## src/rtl/uart_autobaud.sv

```systemverilog
`timescale 1ns/1ps
// ---------------------------------------------------------------------------
// uart_autobaud
//
// Auto-baud controller for the UART oversampling clock generator. When armed
// with i_start it waits for the RX line to sit idle, then times a 0x55 sync
// character. It derives the divider that gives 16 oversample ticks per bit
// and drives it onto o_div.
//
// The clock generator produces one tick every (div+1) clocks, so one bit lasts
// 16*(div+1) clocks. The span from the start-bit falling edge to the bit7
// falling edge is 8 bit times, or 128*(div+1) clocks. The divider is therefore
// round(N/128) - 1.
//
// Ports:
//   i_clk     clock
//   i_rst     asynchronous, active-high reset
//   i_rx      raw asynchronous RX line (synchronized internally)
//   i_start   one-cycle pulse that arms a measurement (ignored while busy)
//   o_div     divider for the clock generator (DEFAULT_DIV after reset)
//   o_busy    high while armed or measuring
//   o_locked  high after a successful measurement
//   o_done    one-cycle pulse when a measurement succeeds
//   o_err     one-cycle pulse when a measurement fails
//
// Optional build macro:
//   AUTOBAUD_CHECK_EN  when defined, each two-bit interval between falling
//                      edges must lie within T0/8 of the first interval.
//                      Otherwise the measurement is rejected.
// ---------------------------------------------------------------------------
module uart_autobaud #(
   parameter int                  DIV_BITS    = 10,
   parameter logic [DIV_BITS-1:0] DEFAULT_DIV = DIV_BITS'(26),
   parameter int                  IDLE_CYC    = 64
) (
   input  logic                i_clk,
   input  logic                i_rst,
   input  logic                i_rx,
   input  logic                i_start,
   output logic [DIV_BITS-1:0] o_div,
   output logic                o_busy,
   output logic                o_locked,
   output logic                o_done,
   output logic                o_err
);

   localparam int CNT_W  = DIV_BITS + 7;
   localparam int CALC_W = DIV_BITS + 8;
   localparam logic [CNT_W-1:0] CNT_MAX     = '1;
   localparam logic [CNT_W-1:0] IDLE_TARGET = CNT_W'(IDLE_CYC - 1);

   typedef enum logic [2:0] {
      S_IDLE,
      S_WAIT_IDLE,
      S_WAIT_START,
      S_MEASURE,
      S_CALC
   } state_t;

   state_t            state, state_nxt;
   logic [CNT_W-1:0]  cnt, cnt_nxt, cnt_inc;
   logic [1:0]        edges, edges_nxt;
   logic [DIV_BITS-1:0] div_nxt;
   logic              locked_nxt, done_nxt, err_nxt;

   logic              rx_meta, rx_sync, rx_prev;
   logic              fall;

   logic [CALC_W-1:0] sum_w, r_w, div_full;
   logic              r_too_small;
   logic              calc_unused;
   logic              interval_bad;

`ifdef AUTOBAUD_CHECK_EN
   logic [CNT_W-1:0]  ivl, ivl_nxt, ivl_inc;
   logic [CNT_W-1:0]  t0, t0_nxt;
   logic [CNT_W-1:0]  ivl_diff;
`endif

   // Two-flop synchronizer followed by a registered copy used for edge
   // detection. Everything resets high so reset does not look like a start
   // edge. The synchronizer delay is the same for every edge, so it cancels
   // out of the edge-to-edge timing.
   always_ff @(posedge i_clk or posedge i_rst) begin
      if (i_rst) begin
         rx_meta <= 1'b1;
         rx_sync <= 1'b1;
         rx_prev <= 1'b1;
      end else begin
         rx_meta <= i_rx;
         rx_sync <= rx_meta;
         rx_prev <= rx_sync;
      end
   end

   assign fall = rx_prev & ~rx_sync;

   // Saturating increment. In MEASURE, saturation means the character never
   // arrived.
   assign cnt_inc = (cnt == CNT_MAX) ? cnt : cnt + CNT_W'(1);

   // The divider is round(N/128) - 1. Adding 64 before the shift rounds to
   // nearest. The arithmetic is one bit wider than the counter so the sum
   // cannot overflow.
   assign sum_w       = CALC_W'(cnt) + CALC_W'(64);
   assign r_w         = sum_w >> 7;
   assign r_too_small = (r_w < CALC_W'(2));
   assign div_full    = r_w - CALC_W'(1);
   assign calc_unused = ^div_full[CALC_W-1:DIV_BITS];

`ifdef AUTOBAUD_CHECK_EN
   // Interval check: each two-bit interval after the first must be within
   // T0/8 of T0. The first edge (edges == 0) only records T0.
   assign ivl_inc      = (ivl == CNT_MAX) ? ivl : ivl + CNT_W'(1);
   assign ivl_diff     = (ivl >= t0) ? (ivl - t0) : (t0 - ivl);
   assign interval_bad = (edges != 2'd0) && (ivl_diff > (t0 >> 3));
`else
   assign interval_bad = 1'b0;
`endif

   // State and datapath register. o_div, o_locked, o_done and o_err are
   // registered, so o_div and o_done change together one clock after CALC.
   always_ff @(posedge i_clk or posedge i_rst) begin
      if (i_rst) begin
         state    <= S_IDLE;
         cnt      <= '0;
         edges    <= 2'd0;
         o_div    <= DEFAULT_DIV;
         o_locked <= 1'b0;
         o_done   <= 1'b0;
         o_err    <= 1'b0;
`ifdef AUTOBAUD_CHECK_EN
         ivl      <= '0;
         t0       <= '0;
`endif
      end else begin
         state    <= state_nxt;
         cnt      <= cnt_nxt;
         edges    <= edges_nxt;
         o_div    <= div_nxt;
         o_locked <= locked_nxt;
         o_done   <= done_nxt;
         o_err    <= err_nxt;
`ifdef AUTOBAUD_CHECK_EN
         ivl      <= ivl_nxt;
         t0       <= t0_nxt;
`endif
      end
   end

   // Next-state logic. The single counter does two jobs: it counts idle
   // cycles in WAIT_IDLE and the span since the start edge in MEASURE. On
   // the final edge the counter holds its value, so CALC sees N directly.
   always_comb begin
      state_nxt  = state;
      cnt_nxt    = cnt;
      edges_nxt  = edges;
      div_nxt    = o_div;
      locked_nxt = o_locked;
      done_nxt   = 1'b0;
      err_nxt    = 1'b0;
`ifdef AUTOBAUD_CHECK_EN
      ivl_nxt    = ivl;
      t0_nxt     = t0;
`endif

      case (state)
         S_IDLE: begin
            if (i_start) begin
               state_nxt  = S_WAIT_IDLE;
               cnt_nxt    = '0;
               locked_nxt = 1'b0;
            end
         end

         S_WAIT_IDLE: begin
            if (!rx_sync) begin
               cnt_nxt = '0;
            end else if (cnt == IDLE_TARGET) begin
               state_nxt = S_WAIT_START;
               cnt_nxt   = '0;
            end else begin
               cnt_nxt = cnt_inc;
            end
         end

         S_WAIT_START: begin
            if (fall) begin
               state_nxt = S_MEASURE;
               cnt_nxt   = CNT_W'(1);
               edges_nxt = 2'd0;
`ifdef AUTOBAUD_CHECK_EN
               ivl_nxt   = CNT_W'(1);
`endif
            end
         end

         S_MEASURE: begin
            if (fall) begin
`ifdef AUTOBAUD_CHECK_EN
               if (edges == 2'd0) begin
                  t0_nxt = ivl;
               end
               ivl_nxt = CNT_W'(1);
`endif
               if (interval_bad) begin
                  state_nxt = S_IDLE;
                  err_nxt   = 1'b1;
               end else if (edges == 2'd3) begin
                  state_nxt = S_CALC;
               end else begin
                  edges_nxt = edges + 2'd1;
                  cnt_nxt   = cnt_inc;
               end
            end else if (cnt == CNT_MAX) begin
               state_nxt = S_IDLE;
               err_nxt   = 1'b1;
            end else begin
               cnt_nxt = cnt_inc;
`ifdef AUTOBAUD_CHECK_EN
               ivl_nxt = ivl_inc;
`endif
            end
         end

         S_CALC: begin
            state_nxt = S_IDLE;
            if (r_too_small) begin
               err_nxt = 1'b1;
            end else begin
               div_nxt    = div_full[DIV_BITS-1:0];
               locked_nxt = 1'b1;
               done_nxt   = 1'b1;
            end
         end

         default: begin
            state_nxt = S_IDLE;
         end
      endcase
   end

   assign o_busy = (state != S_IDLE);

endmodule

```

## config.mk

```make
export PLATFORM = sky130hd
export DESIGN_NAME = uart_autobaud
export DESIGN_NICKNAME = d
export VERILOG_FILES = /design/src/rtl/uart_autobaud.sv
export SDC_FILE = /design/constraint.sdc
export NUM_CORES = 1
export LEC_CHECK = 0
export CAP_MARGIN = 0
export CORE_ASPECT_RATIO = 0.6
export CORE_MARGIN = 5
export CORE_UTILIZATION = 53
export DETAILED_ROUTE_END_ITERATION = 8
export GPL_TIMING_DRIVEN = 0
export PLACE_DENSITY = 0.76
export SLEW_MARGIN = 30
export SYNTH_ARGS = -nofsm -noshare
export SYNTH_HDL_FRONTEND = slang
export SYNTH_SLANG_ARGS = --single-unit
```

## constraint.sdc

```tcl
create_clock -name i_clk -period 2.3 [get_ports i_clk]
set_clock_uncertainty 0.2 [all_clocks]
set_input_delay 0.23 -clock i_clk [delete_from_list [all_inputs] [get_ports i_clk]]
set_output_delay 0.23 -clock i_clk [all_outputs]
set_load 0.05 [all_outputs]
```

==> results.cfg, run 1 <==
[run_status]
status = finished, violations left
violations = negative setup slack

[placement]
gp_congestion = 0.8784
dp_worst_setup_slack_ps = -444.8
numPortBuffers = 17
dpl.hpwl_um = 4634
dp_cells = 351

[yosys]
netlist_area_sq_um = 2591
yosysTopAreaCellShare_pct = 30.90
synth_largest_area_cell = dfrtp_1
ys_top_cells_by_area = dfrtp_1, dfstp_2, o21ai_0
synthCells = 270
yosysUniqueCellTypes = 63
yosysSeqAreaShare_pct = 36.99
ys.flop_type = dfrtp_1
synth-edff-count = 0
async_reset_ff_share_pct = 100.0
yosys_register_bits = 38
postSynthAreaPerCell_sq_um = 9.597
synth_nets = 279
yosysWarnings = 0

[routing]
top_layer_used = met4
met3WireLength_um = 695
ant_nets = 0
vias_per_cell = 6.251
first_pass_iters = 6
dr_wl_met2_um = 3321
detail_route.iter0.violations = 173
wl_met1_um = 3430
routed_wl_um = 7577
vias = 2463
wl_per_cell_um = 19.23
drc_errors = 0

[clocking]
cts_inserted_buffers = 5
insertion_delay_ps = 300
cts_max_path_buffers = 2
clkSinkCount = 38
cts_tree = yes
root_buffer = clkbuf_8
h-tree-depth = 2
path_clk_slew_ps = 80

[final_layout]
fillers = 298
layout-drive-gt1-share_pct = 35.65
layout_commonest_cell = buf_4
diodes = 0
final_cells = 394
seq_area_sq_um = 960.9
final_cell_mix = buf_4, dfrtp_1, nand2_1
fin_nets = 339
area_delta_synth_final_pct = 34.52
multi_input_area_sq_um = 1678

[floorplan]
die_h_um = 64.16
start_util_pct = 55.61
core_sq_um = 4659
die_w_um = 100.3
die_area_sq_um = 6433
num_io_pins = 18
rows = 19

[setup_path]
crit_type = reg2reg
arrival_ps = 2600
path_buf_inv = 1
worstPathCellList = ha_4 -> and3_4 -> nor4_4 -> o22ai_2 -> a21o_2 -> o31a_1 -> buf_6 -> mux2_4
cp.required_ps = 2290
start_kind = flop
reg2reg_from = cnt[6]
reg2regPathDepth = 8
slowest_stage = dfrtp_1
slowest_delay_ps = 430
end_kind = flop
crit_family = compound AO/OA/AOI/OAI gates
r2r_end = o_div[5]
crit_fanout = 5
rrSetupSlack_ps = -310

[sta]
post-route-min-period_ps = 2608
max_freq_mhz = 383.5
drv_slew = 0
layout_setup_ws_ps = -307.7
worst_pin_slew_ps = 623.4
setup-violations-final = 30
min_period_over_period_pct = 113.4
hold_viol = 0
holdWs_ps = 132.4
slew_headroom_pct = 58.44
grt_setup_unrepaired = yes

[grt]
grt_pass1_wl_um = 10920
antenna_found_initial = 0
grt_max_degree = 29
grt_overflow = 0
grt_pass1_vias = 2114
grtUsageTotal_pct = 21.57

[hold_path]
min_delay_path_depth = 1
hold_start = i_rx
hp-class = in2reg
holdPathEnd = rx_meta

[power_and_ir_drop]
p_per_area_nw_per_um2 = 362.2
irDropWorstVdd_uv = 333.5
finalPower_mw = 1.263
p_leak_nw = 1.510

[run]
drv_cap = 0
-- power breakdown --
part / switching [mW] / internal [mW]
Sequential: 0.00668 / 0.677
Clock: 0.252 / 0.242
Combinational: 0.0453 / 0.0398
-- metrics by stage --
step                cell area, sq um  util, %  setup TNS (ps)
global route                    3486    74.81           -6462
global placement                2870    61.60           -9756
floorplan                       2621        -          -541.9
finish                          3486    74.81           -4017
CTS                             3157    67.75           -3366
detailed placement              2890    62.03          -10810
-- per-layer routing --
metal,GRT usage (%),vias to the layer above
met2,29.95,146
met4,6.387,0
li1,-,1119
met5,0,-
met3,4.457,19
met1,33.27,1179
-- Yosys cell counts, types with 4 or more instances --
cell       n
mux2_4     7
nand3_1   11
xor2_1     5
nand2_1   20
nand4_1    5
dfrtp_1   32
and3_1     4
o31ai_1    4
inv_1      9
buf_2      5
a21oi_1   13
nor3_1     8
dfstp_2    6
nand3b_1   4
nor2_1    14
o21ai_0   24
buf_6      5
and2_1     4
ha_1       5
xnor2_1   12
-- worst max path at each step --
stage	startpoint	depth (start not counted)	slack, ps	end
floorplan	cnt[6]	9	-90	o_div[2]
global placement	cnt[6]	11	-410	o_div[8]
detailed placement	cnt[6]	7	-440	o_div[5]
CTS	cnt[6]	9	-240	o_div[5]
global route	cnt[6]	12	-390	o_div[8]
finish	cnt[6]	8	-310	o_div[5]
-- layout make-up --
cell class	count	share of cell area [%]
tap	63	2.261
inverter	9	1.113
buffer	16	4.846
multi-input combinational	206	48.13
clock inverter	1	0.1436
clock buffer	7	2.477
timing repair buffer	54	13.46
sequential	38	27.57
-- flip-flops by register name, indices dropped and copies added, names as in the netlist --
name	count
o_div	10
o_err	1
o_done	1
edges	2
rx_meta	1
o_locked	1
cnt	17
rx_sync	1
state	3
rx_prev	1
-- cells by family (layout without fill, tap and decap cells) --
logic type               count (synthesis)  in the layout  share of synthesized area (%)
AND/OR/NAND/NOR                         94             94                          21.44
buffers and inverters                   26             87                          6.904
XOR/XNOR                                17             17                          5.746
multiplexers                            11             11                          5.649
flip-flops                              38             38                          36.99
AO/OA/AOI/OAI                           79             79                          20.86
adder cells (fa/ha/maj)                  5              5                          2.414
-- timing repair --
action	CTS	global route
buffers inserted	11	23
cloned	1	0
pin swaps	6	22
endpoints found under the setup margin	35	31
endpoints found under the hold margin	7	0
resized for setup	18	48
hold buffers	1	0
(Power assumes the default switching activity.)
==> inputs of run 2 (changes only) <==
- TNS_END_PERCENT: default -> 100
==> results of run 2 <==
Same layout as run 1: the final DEF is identical, and so are final timing and power.
==> inputs of run 3 (changes only) <==
- CORE_UTILIZATION: 53 -> 49
- PLACE_DENSITY: 0.76 -> 0.71
==> run 3 against run 2 <==
  * Cell area is 3.3% lower
  * Die area is 7.1% higher
  * Clock power hardly changed
  * Sequential share of layout area is 0.93 points higher
  * Critical endpoint is now o_div[6]
  * The run still ends with negative setup slack left
  * Clock-buffer cell count stayed put
  * Critical path type unchanged
  * Cell count is 2.5% lower
  * Worst hold slack worse by 120 ps
==> results.cfg, run 3 (same netlist as run 1, synthesis figures left out) <==
[sta]
holdWs_ps = 10.21
hold_viol = 0
layout_setup_ws_ps = -203.0
grt_setup_unrepaired = yes
min_period_over_period_pct = 108.8
post-route-min-period_ps = 2503
max_freq_mhz = 399.5
drv_slew = 0
worst_pin_slew_ps = 509.9
slew_headroom_pct = 66.01
setup-violations-final = 19

[final_layout]
area_delta_synth_final_pct = 30.13
layout-drive-gt1-share_pct = 32.70
fillers = 408
diodes = 0
layout_commonest_cell = dfrtp_1
reg_top3 = cnt x17, o_div x10, state x3
largest_reg_flops = 17
largest_register = cnt
fin_nets = 326
multi_input_area_sq_um = 1675
final_cell_mix = dfrtp_1, buf_4, o21ai_0
seq_area_sq_um = 960.9

[setup_path]
path_buf_inv = 3
cp.required_ps = 2280
slowest_stage = dfrtp_1
crit_fanout = 5
end_kind = flop
slowest_delay_ps = 440
worstPathCellList = ha_4 -> buf_8 -> buf_4 -> nor3_4 -> o22ai_2 -> a21o_2 -> o31a_1 -> buf_6 -> mux2_4
crit_type = reg2reg
arrival_ps = 2480
start_kind = flop
crit_family = compound AO/OA/AOI/OAI gates
rrSetupSlack_ps = -200

[clocking]
root_buffer = clkbuf_8
cts_tree = yes
h-tree-depth = 2
clkSinkCount = 38
cts_inserted_buffers = 5
insertion_delay_ps = 290
cts_max_path_buffers = 2
path_clk_slew_ps = 80
hold_buffers = 0

[power_and_ir_drop]
p_leak_nw = 1.444
p_per_area_nw_per_um2 = 367.3
finalPower_mw = 1.239
irDropWorstVdd_uv = 222.5

[routing]
routed_wl_um = 6683
wl_per_cell_um = 17.40
detail_route.iter0.violations = 154
first_pass_iters = 4
vias_per_cell = 5.909
vias = 2269
ant_nets = 0
drc_errors = 0

[run_status]
status = finished, violations left
violations = negative setup slack

[grt]
grt_max_degree = 26
grtUsageTotal_pct = 20.03
grt.busiest_layer = met1
grt_pass1_wl_um = 11020
grtUsageMet1_pct = 29.60
grt_overflow = 0
grt_pass1_vias = 2184
antenna_found_initial = 0
use_met2_pct = 29.44
grt.met3_usage_pct = 4.390

[floorplan]
die_area_sq_um = 6890
die_w_um = 103.9
die_h_um = 66.33
rows = 20
start_util_pct = 51.01
core_sq_um = 5080
num_io_pins = 18

[run]
drv_cap = 0

[hold_path]
hp-class = in2async

[placement]
gp_congestion = 0.8593
numPortBuffers = 17
dpl.hpwl_um = 4527
run 3: repair_timing:
action                     CTS  global route
gates resized for setup     36            15
setup endpoints to repair   35            33
setup buffers               18             4
gates cloned                 1             0
pin swaps                   14            11
run 3: worst paths after layout:
kind / endpoint / cells after the start / start
setup / recovery: o_div[6] / 9 / cnt[6]
hold / removal: o_div[7] / 2 / i_rst
setup reg to reg: o_div[6] / 9 / cnt[6]
hold reg to reg: rx_sync / 0 / rx_meta
max in group asynchronous: rx_meta / 3 / i_rst
min in group i_clk: rx_meta / 1 / i_rx
run 3: cell type report:
type / instances / area share (%)
tap: 66 / 2.449
timing repair buffer: 41 / 10.95
inverter: 9 / 1.076
sequential: 38 / 28.50
multi-input combinational: 206 / 49.68
clock inverter: 1 / 0.1484
buffer: 16 / 4.638
clock buffer: 7 / 2.560
run 3: metal layers:
metal / share of wire (%) / routed length, um
met2: 41 / 2735
met5: 0 / 0
met3: 8.0 / 534
met1: 50 / 3323
met4: 1.3 / 89
run 3: through the flow:
step	setup WS [ps]	cells	area (sq um)	util [%]	setup TNS, ps
after global routing	-276.0	384	3372	66.38	-4761
final	-203.0	384	3372	66.38	-2429
after floorplan	-89.32	270	2621	-	-541.9
after detailed placement	-435.0	354	2894	56.97	-10450
after CTS	-219.4	380	3271	64.38	-2421
after global placement	-431.3	353	2874	56.58	-10280
run 3: worst register-to-register path, delay by kind of cell, from the launching register on:
family / cells / cell delay [ps]
AOI/OAI and AO/OA: 3 / 650
buffers and inverters: 3 / 470
DFF: 1 / 440
muxes: 1 / 290
adders and majority gates: 1 / 210
and+or+nand+nor: 1 / 140
run 3: power by group:
part           total, mW  internal, mW  switching [mW]
logic             0.0648        0.0262          0.0386
clock network      0.491         0.242           0.248
registers          0.683         0.677         0.00618
total               1.24         0.946           0.293
